File: config.mk
export PLATFORM = sky130hd
export DESIGN_NAME = wd_supervisor
export DESIGN_NICKNAME = d
export VERILOG_FILES = /design/src/rtl/wd_supervisor.sv
export SDC_FILE = /design/constraint.sdc
export NUM_CORES = 1
export LEC_CHECK = 0
export ABC_AREA = 1
export CAP_MARGIN = 5
export CORE_MARGIN = 10
export CORE_UTILIZATION = 45
export CTS_CLUSTER_DIAMETER = 120
export DETAILED_ROUTE_END_ITERATION = 16
export PLACE_DENSITY = 0.79
export SLEW_MARGIN = 0
export SYNTH_ARGS = -nofsm -noshare
export SYNTH_HDL_FRONTEND = slang
export SYNTH_SLANG_ARGS = --single-unit
File: constraint.sdc
create_clock -name WDCLK -period 1.72 [get_ports WDCLK]
set_input_delay 0.258 -clock WDCLK [delete_from_list [all_inputs] [get_ports WDCLK]]
set_output_delay 0.258 -clock WDCLK [all_outputs]
set_load 0.005 [all_outputs]
File: src/rtl/wd_supervisor.sv
// Watchdog supervisor: two-byte service key, overflow warning with grace period, held reset request.
// Define WD_LOCK_EN to ignore EN once the block has left IDLE (only SYSRST disarms it).
module wd_supervisor #(
   parameter logic [7:0] KEY_A       = 8'h55,
   parameter logic [7:0] KEY_B       = 8'hAA,
   parameter logic [7:0] GRACE_LEN   = 8'd16,
   parameter logic [1:0] MAX_STRIKES = 2'd3
) (
   input  logic       WDCLK,
   input  logic       SYSRST,
   input  logic       EN,
   input  logic       KEY_WR,
   input  logic [7:0] KEY_DATA,
   input  logic       IRQ_ACK,
   input  logic       FW_OVR,
   output logic       FW_SRVC,
   output logic       FW_CLR,
   output logic       WD_IRQ,
   output logic       WD_RSTREQ,
   output logic [2:0] WD_STATE,
   output logic [1:0] STRIKES
);

   typedef enum logic [2:0] {
      IDLE  = 3'd0,
      ARMED = 3'd1,
      KEY1  = 3'd2,
      WARN  = 3'd3,
      BITE  = 3'd4
   } state_t;

   state_t     state, state_n;
   logic [1:0] strikes, strikes_n, strike_inc;
   logic [7:0] grace, grace_n;
   logic       srvc, srvc_n, clr, clr_n, irq, irq_n, rstreq, rstreq_n;
   logic       disable_req, bite;

   always_comb begin
      strike_inc = (strikes == 2'd3) ? 2'd3 : strikes + 2'd1;
`ifdef WD_LOCK_EN
      disable_req = 1'b0;
`else
      disable_req = !EN && (state != IDLE) && (state != BITE);
`endif
   end

   always_comb begin
      state_n   = state;
      strikes_n = strikes;
      grace_n   = grace;
      srvc_n    = 1'b0;
      clr_n     = 1'b0;
      irq_n     = irq;
      rstreq_n  = rstreq;
      bite      = 1'b0;
      if (disable_req) begin
         state_n = IDLE;
         irq_n   = 1'b0;
         grace_n = '0;
         clr_n   = 1'b1;
      end else begin
         case (state)
            IDLE: begin
               clr_n    = 1'b1;
               irq_n    = 1'b0;
               rstreq_n = 1'b0;
               if (EN) begin
                  state_n = ARMED;
                  clr_n   = 1'b0;
               end
            end
            ARMED, KEY1: begin
               // Overflow outranks any key write this cycle and discards a pending KEY_A
               if (FW_OVR) begin
                  strikes_n = strike_inc;
                  if (strike_inc >= MAX_STRIKES) begin
                     bite = 1'b1;
                  end else begin
                     state_n = WARN;
                     irq_n   = 1'b1;
                     clr_n   = 1'b1;
                     grace_n = '0;
                  end
               end else if (KEY_WR) begin
                  if (state == ARMED) begin
                     if (KEY_DATA == KEY_A) state_n = KEY1;
                  end else if (KEY_DATA == KEY_B) begin
                     srvc_n  = 1'b1;
                     state_n = ARMED;
                  end else begin
                     strikes_n = strike_inc;
                     if (strike_inc >= MAX_STRIKES) bite = 1'b1;
                     else state_n = ARMED;
                  end
               end
            end
            WARN: begin
               grace_n = grace + 8'd1;
               if (IRQ_ACK) begin
                  irq_n   = 1'b0;
                  clr_n   = 1'b1;
                  state_n = ARMED;
               end else if (grace == GRACE_LEN - 8'd1) begin
                  bite = 1'b1;
               end
            end
            BITE: begin
               rstreq_n = 1'b1;
               irq_n    = 1'b1;
               clr_n    = 1'b1;
            end
            default: begin
               state_n = IDLE;
               clr_n   = 1'b1;
            end
         endcase
         if (bite) begin
            state_n  = BITE;
            rstreq_n = 1'b1;
            irq_n    = 1'b1;
            clr_n    = 1'b1;
         end
      end
   end

   always_ff @(posedge WDCLK) begin
      if (SYSRST) begin
         state   <= IDLE;
         strikes <= '0;
         grace   <= '0;
         srvc    <= 1'b0;
         clr     <= 1'b1;
         irq     <= 1'b0;
         rstreq  <= 1'b0;
      end else begin
         state   <= state_n;
         strikes <= strikes_n;
         grace   <= grace_n;
         srvc    <= srvc_n;
         clr     <= clr_n;
         irq     <= irq_n;
         rstreq  <= rstreq_n;
      end
   end

   assign FW_SRVC   = srvc;
   assign FW_CLR    = clr;
   assign WD_IRQ    = irq;
   assign WD_RSTREQ = rstreq;
   assign WD_STATE  = state;
   assign STRIKES   = strikes;

endmodule

==> key figures <==
Status
  • Status: finished clean

STA
  • Final Max Tran Viols: 0
  • Max frequency: 642 MHz
  • Minimum clock period after layout: around 1.6 ns
  • Worst-Margin Slew: between 0.2 and 0.3 ns
  • Final period utilization: between 90% and 100%
  • Setup TNS: 0 ns
  • Final setup vio count: 0
  • Final Hold Vio Count: 0
  • Hold_ws: around 0.51 ns
  • Worst slew margin: 81.0%
  • Clk_skew: 0.00306 ns

Worst setup path
  • Setup slack, reg-to-reg: between 0.15 and 0.2 ns
  • CP cell instances: clkdlybuf4s50_1
  • Reg2Reg Depth: 10
  • FF-to-FF End: WD_RSTREQ$_SDFFE_PP0P_
  • WP buf/inv: 1
  • Critical Path RT: 1.46 ns
  • Crit Path Class: reg2out
  • Largest delay contributor family on the critical path: buffers and inverters
  • Arr. time, crit path: around 1.3 ns
  • Crit end category: output port
  • Worst path max stage delay: 0.55 ns
  • Slowest CP cell: clkdlybuf4s50_1
  • Reg2reg start: WD_STATE[2]$_SDFFE_PP0P_
  • CP Launch Type: flip-flop
  • CP max FO: 6

Power
  • Max VDD drop: just under 0.0008 V
  • Power density cells: 1120 nW/um^2
  • Leakage: between 0.6 and 0.7 nW
  • Total power: between 0.0015 and 0.002 W

Global route
  • Vias in the first global route: roughly 1100
  • Total grt overflow: 0
  • Total Routing Usage GR: about an eighth
  • First-pass GRT wire length: around 4.6 mm
  • Largest net degree at the start of global routing: 11
  • Initial antenna violation count: 0

Synth
  • Seq/Total Area, Yosys: 31.8%
  • Post-synthesis register bit count: 17
  • Yosys warns: 0
  • Net Count, Synth: between 150 and 200
  • Synth unique cells: 26
  • Synth Cell Area: ~1100 um^2
  • Mean area per synthesized cell: 6.34 um^2
  • Mapped Cells: 169

Placed design
  • Post-DP HPWL: around 2.3 mm
  • Placed Area: between 1000 and 1500 um^2
  • Cells after DPL: 225
  • Routability cong.: roughly 0.89
  • Port Buf Inserts: 22

Run
  • Max-cap violations: 0

Clock network
  • CTS max path bufs: 2
  • CTS tree: yes
  • Clk pin slew, worst setup/hold paths: around 0.11 ns
  • Clock root cell: clkbuf_4
  • Insertion delay to the later sink of the worst-skew pair: ~0.3 ns
  • Sink Count: 17
  • H-tree depth: 1
  • Inserted Clock Buffers: 3

Layout
  • ANT cells: 0
  • Highest-count cells in the layout ignoring fill and taps: 43 x nand2_1, 26 x nor2_1, 24 x inv_1
  • Final net count: roughly 220
  • Area Overhead vs Synth: 31.1%
  • Final std cells w/o fill: 229
  • Final Instance Area: around 1400 um^2
  • Layout cell share with drive strength beyond 1: approximately 14%
  • Commonest non-fill, non-tap cell in the layout: nand2_1

Hold path
  • Hold Crit Endpoint: grace[7]$_SDFFE_PP0P_
  • Hold path depth: 2
  • Hold crit path type: reg2reg
  • Hold Startpoint: grace[7]$_SDFFE_PP0P_

Drt
  • Initial DRC Count: 49
  • Avg WL per Cell: around 12 um
  • DRT Wirelength: roughly 2.8 mm
  • Via density: between 5 and 6
  • Final ANT Viol Nets: 0
  • DR vias: ~1200
  • DRT Pass-1 Iters: 5
  • Drt drc: 0

Floorplanning
  • Ports: 23
  • Die Area: between 4000 and 5000 um^2
  • Initial Util: between 40 and 50%
  • CORE AREA: between 2000 and 2500 um^2
  • Site Rows: 17
  • Die height: 68.8 um
  • Die Width: 68.8 um
## flip-flops by register name, summed over array words and instances, names as in the netlist
| signal | count |
|---|---|
| STRIKES | 2 |
| grace | 8 |
| FW_SRVC | 1 |
| FW_CLR | 1 |
| WD_RSTREQ | 1 |
| WD_IRQ | 1 |
| WD_STATE | 3 |
## report_power, final
group          switching [W]  internal (W)
Clock               0.000138     0.0000867
Combinational       0.000472      0.000365
Sequential         0.0000576      0.000457
## logic make-up after synthesis
| logic type | synth area share (%) |
|---|---|
| and+or+nand+nor | 49.1 |
| buffers and inverters | 10.0 |
| DFF | 31.8 |
| AOI/OAI and AO/OA | 7.13 |
| xor gates and xnor gates | 0.818 |
| adders and majority gates | 1.17 |
## worst max path at each step
stage | start | end | slack, ns | cells after the start
2_1_floorplan | WD_STATE[0]$_SDFFE_PP0P_ | WD_IRQ$_SDFFE_PP0P_ | 0.38 | 9
3_3_place_gp | FW_OVR | grace[4]$_SDFFE_PP0P_ | 0.02 | 10
3_5_place_dp | KEY_DATA[3] | FW_CLR$_SDFF_PP1_ | -0.01 | 10
4_1_cts | WD_STATE[0]$_SDFFE_PP0P_ | WD_STATE[0]$_SDFFE_PP0P_ | 0.14 | 10
5_1_grt | WD_STATE[2]$_SDFFE_PP0P_ | WD_RSTREQ$_SDFFE_PP0P_ | -0.006 | 10
6_report | WD_STATE[0]$_SDFFE_PP0P_ | WD_STATE[0] | 0.16 | 1
## cell type report
class	instances	area (um^2)
fill	214	830
multi-input combinational	124	628
tap	28	35.0
sequential	17	340
clock buffer	3	22.5
clock inverter	1	5.00
inverter	28	108
timing repair buffer	28	265
## Yosys cell counts, drive strengths merged
cell	instances	area (um^2)
a21oi	8	40.0
nand4	5	37.5
nand2	44	168
ha	1	12.5
nand3b	1	7.51
xor2	1	8.76
o21ai	3	15.0
or2	2	12.5
o22ai	1	6.26
dfxtp	17	340
nand3	14	87.6
inv	28	108
nor3	8	45.0
nor2	34	168
a211oi	2	15.0
## metal layers
layer | vias up | GRT usage [%] | wire, um
met1 | 541 | 15.3 | 1150
met5 | - | 0 | 0
met2 | 55 | 20.4 | 1300
met3 | 2 | 3.86 | 288
met4 | 0 | 4.43 | 17
li1 | 599 | - | -
## per-stage QoR
stage / setup WS, ns / utilization, %
final: 0.163 / 62.9
after global routing: -0.00613 / 62.9
after CTS: 0.137 / 62.6
after detailed placement: -0.0132 / 61.4
after global placement: 0.0161 / 61.4
after floorplan: 0.381 / -
## repair_timing
item | in CTS | in global routing
setup buffers | 0 | 0
setup endpoints to repair | 0 | 3
gates resized for setup | 0 | 2
hold buffers | 0 | 0
(Power assumes the default switching activity.)
